## src/rtl/register_loader_pkg.sv

```systemverilog
// Shared TD4 definitions: destination codes, default width and the write-back request.
// The source selector imports the same package so both ends agree on the codes.
package register_loader_pkg;

  localparam int TD4_W = 4;

  typedef enum logic [1:0] {
    DST_A   = 2'd0,
    DST_B   = 2'd1,
    DST_OUT = 2'd2,
    DST_PC  = 2'd3
  } dst_e;

  localparam int NUM_DST = 4;

  typedef struct packed {
    logic       ld_en;
    dst_e       ld;
  } wb_req_t;

endpackage

```

## src/rtl/register_loader_load_decoder.sv

```systemverilog
// 2-to-4 one-hot load-enable decoder; all zeros when the enable is low.
module load_decoder
  import register_loader_pkg::*;
(
  input  logic [1:0]         ld,
  input  logic               ld_en,
  output logic [NUM_DST-1:0] en
);

  always_comb begin
    en = '0;
    if (ld_en) begin
      unique case (dst_e'(ld))
        DST_A:   en = 4'b0001;
        DST_B:   en = 4'b0010;
        DST_OUT: en = 4'b0100;
        DST_PC:  en = 4'b1000;
        default: en = '0;
      endcase
    end
  end

endmodule

```

## src/rtl/register_loader.sv

```systemverilog
// TD4 write-back stage: steers ALU data into A/B/OUT/PC, runs the PC and carry flag.
// Every output is a flop; priority at each edge is RST > HOLD > normal update.
module register_loader
  import register_loader_pkg::*;
#(
  parameter int N = TD4_W
) (
  input  logic               CLK,
  input  logic               RST,
  input  logic [N-1:0]       D,
  input  logic [1:0]         LD,
  input  logic               LD_EN,
  input  logic               CARRY_IN,
  input  logic               HOLD,
  output logic [N-1:0]       Q_A,
  output logic [N-1:0]       Q_B,
  output logic [N-1:0]       Q_OUT,
  output logic [N-1:0]       Q_PC,
  output logic               CARRY,
  output logic [NUM_DST-1:0] STROBE
);

  wb_req_t            req;
  logic [NUM_DST-1:0] en;
  logic [N-1:0]       pc_nxt;

  assign req = '{ld_en: LD_EN, ld: dst_e'(LD)};

  load_decoder u_dec (
    .ld    (req.ld),
    .ld_en (req.ld_en),
    .en    (en)
  );

  // A jump overrides the increment; the add wraps naturally at N bits.
  assign pc_nxt = en[DST_PC] ? D : Q_PC + N'(1);

  always_ff @(posedge CLK) begin
    if (RST) begin
      Q_A    <= '0;
      Q_B    <= '0;
      Q_OUT  <= '0;
      Q_PC   <= '0;
      CARRY  <= 1'b0;
      STROBE <= '0;
    end else if (HOLD) begin
      STROBE <= '0;
    end else begin
      if (en[DST_A])   Q_A   <= D;
      if (en[DST_B])   Q_B   <= D;
      if (en[DST_OUT]) Q_OUT <= D;
      Q_PC   <= pc_nxt;
      CARRY  <= CARRY_IN;
      STROBE <= en;
    end
  end

endmodule

```

## config.mk

```make
export PLATFORM = sky130hd
export DESIGN_NAME = register_loader
export DESIGN_NICKNAME = d
export VERILOG_FILES = /design/src/rtl/register_loader_pkg.sv /design/src/rtl/register_loader_load_decoder.sv /design/src/rtl/register_loader.sv
export SDC_FILE = /design/constraint.sdc
export NUM_CORES = 1
export LEC_CHECK = 0
export BUFFER_PORTS_ARGS = -buffer_cell sky130_fd_sc_hd__buf_4
export CORE_ASPECT_RATIO = 0.9
export CORE_UTILIZATION = 46
export CTS_CLUSTER_SIZE = 16
export DETAILED_ROUTE_END_ITERATION = 6
export HOLD_SLACK_MARGIN = 0.03
export PLACE_DENSITY_LB_ADDON = 0.15
export SYNTH_ARGS = -nofsm -noshare
export SYNTH_HDL_FRONTEND = slang
export SYNTH_SLANG_ARGS = --single-unit
export TNS_END_PERCENT = 1
```

## constraint.sdc

```tcl
create_clock -name CLK -period 1.3 [get_ports CLK]
set_input_delay 0.26 -clock CLK [delete_from_list [all_inputs] [get_ports CLK]]
set_output_delay 0.26 -clock CLK [all_outputs]
set_load 0.01 [all_outputs]
```

==> impl_metrics.toml, run 1 <==
[job]
max_cap_viol_count = 0

[timing]
fin_crit_sh_pct = 94.1
rsz0062_at_grt = "no"
setup_tns_ns = 0
fmax_mhz = 817
period_needed_ns = 1.22
relSlewSlack_pct = 71.9
worst_slew_pin_slew_ns = 0.420
hold_viol_final = 0
drv_slew = 0
setup_slack_ns = 0.0762
skew_ns = 0.000452
setup_viol = 0

[worst_hold_path]
holdPathStages = 3
worstHoldPathType = "in -> reg"

[routing]
finalWirelength_um = 1630
wl_per_cell_um = 11.6
dr.pass1.iters = 4
drt_iter0_drc = 12
vias = 678
via_per_inst = 4.84
ant_nets = 0
drc = 0

[yosys]
ys_top_cells_by_area = "dfxtp_1, mux2i_1, nor2_1"
syn-cell-area_um2 = 861
synthFlopType = "dfxtp_1"
synth.avg_cell_area_um2 = 10.4
synth.most_common_cell = "dfxtp_1"
synth_edf_count = 0
yosys_warnings = 0
synth_nets = 95
ys_ff_latch = 21
synth_compound_area_share_pct = 6.10
synth_area_leader_cell = "dfxtp_1"
synth_top_cell_area_share_pct = 48.8
netlist_top_cells_count = "dfxtp_1, nor2_1, mux2i_1, inv_1"
synth_xor_area_share_pct = 0
synthMuxAreaShare_pct = 17.6
yosys.area_share.simple_pct = 20.9
ys_seq_area_share_pct = 48.8
syn_inst = 83
synth_cell_types = 23
synthAdderAreaFrac_pct = 1.45
synth_top_family_by_area = "simple AND/OR/NAND/NOR gates"
ys_async_sr_fraction_pct = 0

[setup_path]
reg2reg_slack_ns = 0.08
path_max_fanout = 5
reg2reg_depth = 3
path_class = "reg -> reg"
cp.required_ns = 1.50
critPathArrivalTime_ns = 1.43
crit_path_start_kind = "register"
end_kind = "register"

[global_route]
grt_usage_pct = 18.7
antenna_found_initial = 0
grt_first_pass_wirelength_um = 2680
overflow = 0
grt_pass1_vias = 603
grt_start_max_net_pins = 22

[power]
pwr_density_cell_nw_per_um2 = 1000
seq_power_share_pct = 58.9
pwr-share-comb_pct = 13.6
clkPwrFrac_pct = 27.5
vdd.ir_drop.worst_mv = 0.590
swShare_pct = 24.9
p_leak_uw = 0.000494
p_sw_uw = 285
p_int_uw = 862

[clock_network]
numCtsBuffers = 3
cts_root_buf = "clkbuf_4"
ctsResizeCount = 0
postCtsHoldBufs = 0
cts.sinks = 21
cts_tree = "built"
worstSkewPairLatency_ns = 0.29
htree_num_levels = 1
clk_transition_reported_paths_ns = 0.12
cts_setup_buffers = 0
max-clock-path-buffers = 2

[floorplan]
dieArea_um2 = 2050
pin_count = 32
fp.dieH_um = 43.0
coreArea_um2 = 1720
start_util_pct = 50.1
fp-row-count = 14
fp.dieW_um = 47.6

[layout]
area_growth_pct = 33.3
diodes = 0
final_nets = 129
drive_gt1_share_pct = 37.1

[placement]
place_ws_ns = 0.0208
io_buffer_count = 31
gp_routability_congestion = 0.765
dp_hpwl_um = 1190

[status]
status = "complete, no violations"
## layout make-up
class	instances	area, um^2
well taps	24	30.0
inverters	4	15.0
flip-flops and latches	21	420
clock buffers	3	22.5
clock inverters	1	7.51
multi-input cells	53	397
repair buffers	34	255
fillers	158	569
## power groups by stage
stage | registers, uW | logic, uW | clock network [uW]
after global placement | 688 | 155 | 0
final | 675 | 156 | 315
after CTS | 675 | 158 | 324
after detailed placement | 689 | 158 | 0
after global routing | 678 | 173 | 358
after floorplan | 698 | 68.4 | 0
## flip-flops by register name, summed over array words and instances (netlist names)
signal	cells
Q_B	4
CARRY	1
Q_PC	4
Q_A	4
Q_OUT	4
STROBE	4
## layer usage
| metal | GRT usage (%) | wire length, um | vias to the layer above | part of all wire [%] |
|---|---|---|---|---|
| li1 | - | - | 352 | - |
| met4 | 6.67 | 13 | 0 | 0.80 |
| met2 | 26.8 | 731 | 22 | 45 |
| met1 | 27.1 | 783 | 302 | 48 |
| met3 | 4.26 | 97 | 2 | 6.0 |
| met5 | 0 | 0 | - | 0 |
## metrics by stage
step                cells  cell area (um^2)  utilization, %  hold WS, ns  power (uW)
floorplan              83               861               -        0.404         767
global placement      136              1120            65.1        0.475         843
detailed placement    136              1120            65.1        0.484         847
CTS                   140              1150            66.8        0.189        1160
global route          140              1150            66.8        0.223        1210
finish                140              1150            66.8        0.192        1150
## cell usage in the layout (no fill, tap or decap), types with 3 or more instances in the layout
cell,n
dfxtp_1,21
nor2b_1,3
clkbuf_4,3
mux2i_1,14
nor2_1,15
inv_1,4
buf_4,34
a21oi_1,3
## logic make-up after synthesis
kind of cell | Yosys count
fa+ha+maj | 1
compound gates | 8
flops | 21
mux | 15
simple gates | 29
buf+inv | 9
## worst paths after layout
kind | from | end
setup reg to reg | Q_PC[1] | Q_PC[1]
hold / removal | CARRY_IN | CARRY
setup / recovery | Q_PC[1] | Q_PC[1]
hold reg to reg | Q_OUT[1] | Q_OUT[1]
## critical path, cell delays in order, from the launching register on
cell and delay (ns):
dfxtp_1 0.42, ha_1 0.26, mux2_1 0.29, o21a_1 0.16
Note: power is estimated with default switching activity, not from simulation.
==> inputs of run 2 (changes only) <==
Settings changed: PLACE_DENSITY set to 0.75, PLACE_DENSITY_LB_ADDON 0.15 to unset, RECOVER_POWER set to 25.
==> run 2 against run 1 <==
  * First-iteration DRC count down 100%
  * Die area unchanged
  * Worst setup slack better by 0.0063 ns
  * Sequential power about the same
  * Via count up 2.2%
  * Clock power about the same
==> impl_metrics.toml, run 2 (synthesis results as in run 1) <==
[global_route]
grt_pass1_vias = 622
overflow = 0
antenna_found_initial = 0
grt_first_pass_wirelength_um = 2760
grt_usage_pct = 19.3
grt_start_max_net_pins = 22

[clock_network]
cts_root_buf = "clkbuf_4"
max-clock-path-buffers = 2
cts_setup_buffers = 0
cts.sinks = 21
cts_tree = "built"
htree_num_levels = 1
clk_transition_reported_paths_ns = 0.11
ctsResizeCount = 0
worstSkewPairLatency_ns = 0.30
postCtsHoldBufs = 0
numCtsBuffers = 3

[setup_path]
critPathArrivalTime_ns = 1.43
path_class = "reg -> reg"
crit_path_start_kind = "register"
cp.required_ns = 1.51
end_kind = "register"
path_max_fanout = 5

[timing]
relSlewSlack_pct = 56.7
hold_viol_final = 0
worst_slew_pin_slew_ns = 0.648
fmax_mhz = 821
setup_viol = 0
skew_ns = 0.00438
rsz0062_at_grt = "no"
holdWs_ns = 0.191
drv_slew = 0
fin_crit_sh_pct = 93.7
setup_tns_ns = 0
period_needed_ns = 1.22

[floorplan]
fp-row-count = 14
coreArea_um2 = 1720
fp.dieH_um = 43.0
dieArea_um2 = 2050
fp.dieW_um = 47.6
start_util_pct = 50.1
pin_count = 32

[power]
p_sw_uw = 282
seq_power_share_pct = 59.1
swShare_pct = 24.7
clkPwrFrac_pct = 27.7
p_leak_uw = 0.000488
p_int_uw = 860
pwr_density_cell_nw_per_um2 = 1010
vdd.ir_drop.worst_mv = 0.791
pwr-share-comb_pct = 13.2

[routing]
dr.pass1.iters = 1
drt_iter0_drc = 0
vias = 693
ant_nets = 0
via_per_inst = 4.95
drc = 0
finalWirelength_um = 1690
wl_per_cell_um = 12.1

[placement]
io_buffer_count = 31
dp_hpwl_um = 1250
gp_routability_congestion = 0.784
place_inst = 136

[layout]
multiInputGateArea_um2 = 388
seqCellArea_um2 = 420
final_nets = 129
final_cell_mix = "buf_4, dfxtp_1, nor2_1, mux2i_1, inv_1"
fill_cells = 157
drive_gt1_share_pct = 32.8
diodes = 0
final_cells = 140
final_common_cell = "buf_4"
area_growth_pct = 31.0

[worst_hold_path]
worstHoldPathType = "in -> reg"

[status]
status = "complete, no violations"

[job]
max_cap_viol_count = 0
run 2: cell count changes in the layout (fill, tap and decap cells not counted):
cell	previous run	this run
and4bb_1	0	2
buf_4	34	32
nor4b_4	1	0
clkinvlp_4	1	0
clkbuf_1	0	3
nor4b_2	0	1
and4bb_2	2	0
run 2: critical path, cell delays in order, from the launching register on:
cell,delay (ns)
dfxtp_1,0.42
ha_1,0.26
mux2_1,0.29
o21a_1,0.16
run 2: metrics by stage:
stage	utilization [%]	setup slack (ns)	area, um^2	power [uW]
finish	65.7	0.0825	1130	1140
CTS	66.6	0.0835	1140	1170
detailed placement	65.1	0.0146	1120	848
global placement	65.1	0.0682	1120	844
global route	65.7	0.0626	1130	1200
floorplan	-	0.0777	861	767
run 2: area by class of cell:
cell class                      instances  area share, %
Sequential cell                        21           37.3
Multi-Input combinational cell         53           34.4
Tap cell                               24           2.66
Inverter                                4           1.33
Timing Repair Buffer                   34           22.0
Clock buffer                            4           2.33
run 2: final timing paths:
kind	start	end	slack, ns	depth (start not counted)
setup / recovery	Q_PC[1]	Q_PC[1]	0.08	3
hold / removal	CARRY_IN	CARRY	0.19	3
setup reg to reg	Q_PC[1]	Q_PC[1]	0.08	3
hold reg to reg	Q_B[2]	Q_B[2]	0.51	2
run 2: power by group through the flow:
stage	clock [uW]	sequential, uW	combinational (uW)
after floorplan	0	698	68.4
after global placement	0	688	156
after detailed placement	0	689	159
after CTS	337	675	159
after global routing	357	677	167
final	316	674	151
run 2: per-layer routing:
layer | track usage (%) | wire, um | up-vias
li1 | - | - | 353
met1 | 24.6 | 804 | 315
met5 | 0 | 0 | -
met2 | 29.3 | 751 | 23
met4 | 5.00 | 9 | 0
met3 | 8.51 | 124 | 2
==> inputs of run 3 (changes only) <==
Settings changed: CELL_PAD_IN_SITES_DETAIL_PLACEMENT set to 0, CELL_PAD_IN_SITES_GLOBAL_PLACEMENT set to 1, CORE_MARGIN set to 2, CORE_UTILIZATION 46 to 35, PLACE_DENSITY 0.75 to unset, PLACE_DENSITY_LB_ADDON set to 0.1.
==> run 3 against run 2 <==
  * Critical path depth is the same
  * Register-to-register slack better by 0.03 ns
  * Utilization down 18 points
  * Die area increased by 40%
  * Hold slack improved by 0.0029 ns
  * Sequential cell count is the same
  * Sequential share of layout area shrank 0.61 points
  * Routed wire length up 4.9%
  * Fmax increased by 2.6%
  * Global-route usage fell by 6.2 points
  * Clock power is 4% lower
  * Largest power group unchanged
==> impl_metrics.toml, run 3 (synthesis results as in run 1) <==
[status]
status = "complete, no violations"

[setup_path]
reg2reg_depth = 3
r2r-end = "Q_PC[1]"
path_class = "reg -> reg"
reg2reg_slack_ns = 0.11
path_max_fanout = 5
critPathArrivalTime_ns = 1.39
cp.required_ns = 1.50
crit_path_start_kind = "register"
end_kind = "register"
r2r-start = "Q_PC[1]"

[layout]
diodes = 0
final_common_cell = "buf_4"
final_cell_mix = "buf_4, dfxtp_1, nor2_1, mux2i_1, inv_1"
drive_gt1_share_pct = 33.3
final_nets = 130
area_growth_pct = 33.1
final_cells = 145

[power]
p_int_uw = 856
swShare_pct = 24.4
p_sw_uw = 276
vdd.ir_drop.worst_mv = 0.652
pwr-share-comb_pct = 13.6
seq_power_share_pct = 59.5
pwr_density_cell_nw_per_um2 = 988
clkPwrFrac_pct = 26.9
p_leak_uw = 0.000497

[job]
max_cap_viol_count = 0

[timing]
worst_slew_pin_slew_ns = 0.378
fmax_mhz = 842
relSlewSlack_pct = 74.8
rsz0062_at_grt = "no"
hold_viol_final = 0
period_needed_ns = 1.19
setup_viol = 0
drv_slew = 0
setup_tns_ns = 0
skew_ns = 0.00104
fin_crit_sh_pct = 91.3

[floorplan]
fp-row-count = 17
fp.dieH_um = 51.1
start_util_pct = 36.1
fp.dieW_um = 56.3
pin_count = 32
dieArea_um2 = 2870
coreArea_um2 = 2380

[routing]
ant_nets = 0
dr.pass1.iters = 2
wl_per_cell_um = 12.2
finalWirelength_um = 1770
drt_iter0_drc = 8
vias = 681
via_per_inst = 4.70
drc = 0

[global_route]
grt_usage_pct = 13.1
grt_pass1_vias = 617
antenna_found_initial = 0
grt_start_max_net_pins = 22
grt_first_pass_wirelength_um = 2860
overflow = 0

[worst_hold_path]
holdPathStages = 3
hp-start = "CARRY_IN"
worstHoldPathType = "in -> reg"
min_to = "CARRY"

[clock_network]
cts_tree = "built"
worstSkewPairLatency_ns = 0.29
postCtsHoldBufs = 0
numCtsBuffers = 3
cts.sinks = 21
clk_transition_reported_paths_ns = 0.11
ctsResizeCount = 0
max-clock-path-buffers = 2
cts_setup_buffers = 0
htree_num_levels = 1
cts_root_buf = "clkbuf_4"

[placement]
dp_hpwl_um = 1320
place_inst = 141
io_buffer_count = 31
gp_routability_congestion = 0.731
[run 3: layout make-up]
cell class                 count  area [um^2]
fill                         253         1240
sequential                    21          420
multi-input combinational     53          397
timing repair buffer          35          251
tap                           28         35.0
clock buffer                   3         22.5
inverter                       4         15.0
clock inverter                 1         5.00
[run 3: stage by stage]
step | power, uW | setup slack (ns) | util, % | instance area, um^2 | hold WS [ns]
global placement | 848 | 0.101 | 47.4 | 1130 | 0.475
detailed placement | 849 | 0.0836 | 47.4 | 1130 | 0.486
CTS | 1160 | 0.104 | 48.6 | 1160 | 0.186
global route | 1210 | 0.0548 | 48.1 | 1150 | 0.215
floorplan | 767 | 0.0777 | - | 861 | 0.404
finish | 1130 | 0.113 | 48.1 | 1150 | 0.194
[run 3: worst max path at each step]
stage	startpoint	to	cells after the start
floorplan	Q_PC[0]	Q_PC[1]	3
CTS	Q_PC[1]	Q_PC[1]	3
global placement	HOLD	Q_A[1]	5
finish	Q_PC[1]	Q_PC[1]	3
global route	Q_PC[1]	Q_PC[1]	3
detailed placement	HOLD	Q_A[0]	5
[run 3: power by group through the flow]
stage	logic [uW]	registers (uW)	clock network, uW
6_report	154	674	304
2_1_floorplan	68.4	698	0
5_1_grt	171	677	358
4_1_cts	161	675	321
3_5_place_dp	160	689	0
3_3_place_gp	160	689	0
[run 3: per-layer routing]
layer  GRT usage [%]  vias to the layer above  routed length, um
li1                -                      357                  -
met1            17.3                      303                845
met4            5.95                        0                 17
met5               0                        -                  0
met3            3.80                        2                105
met2            19.8                       19                803
[run 3: worst max-delay path: stages, from the launching register on]
cell	delay, ns
dfxtp_1	0.41
ha_1	0.25
mux2_1	0.29
o21a_1	0.16
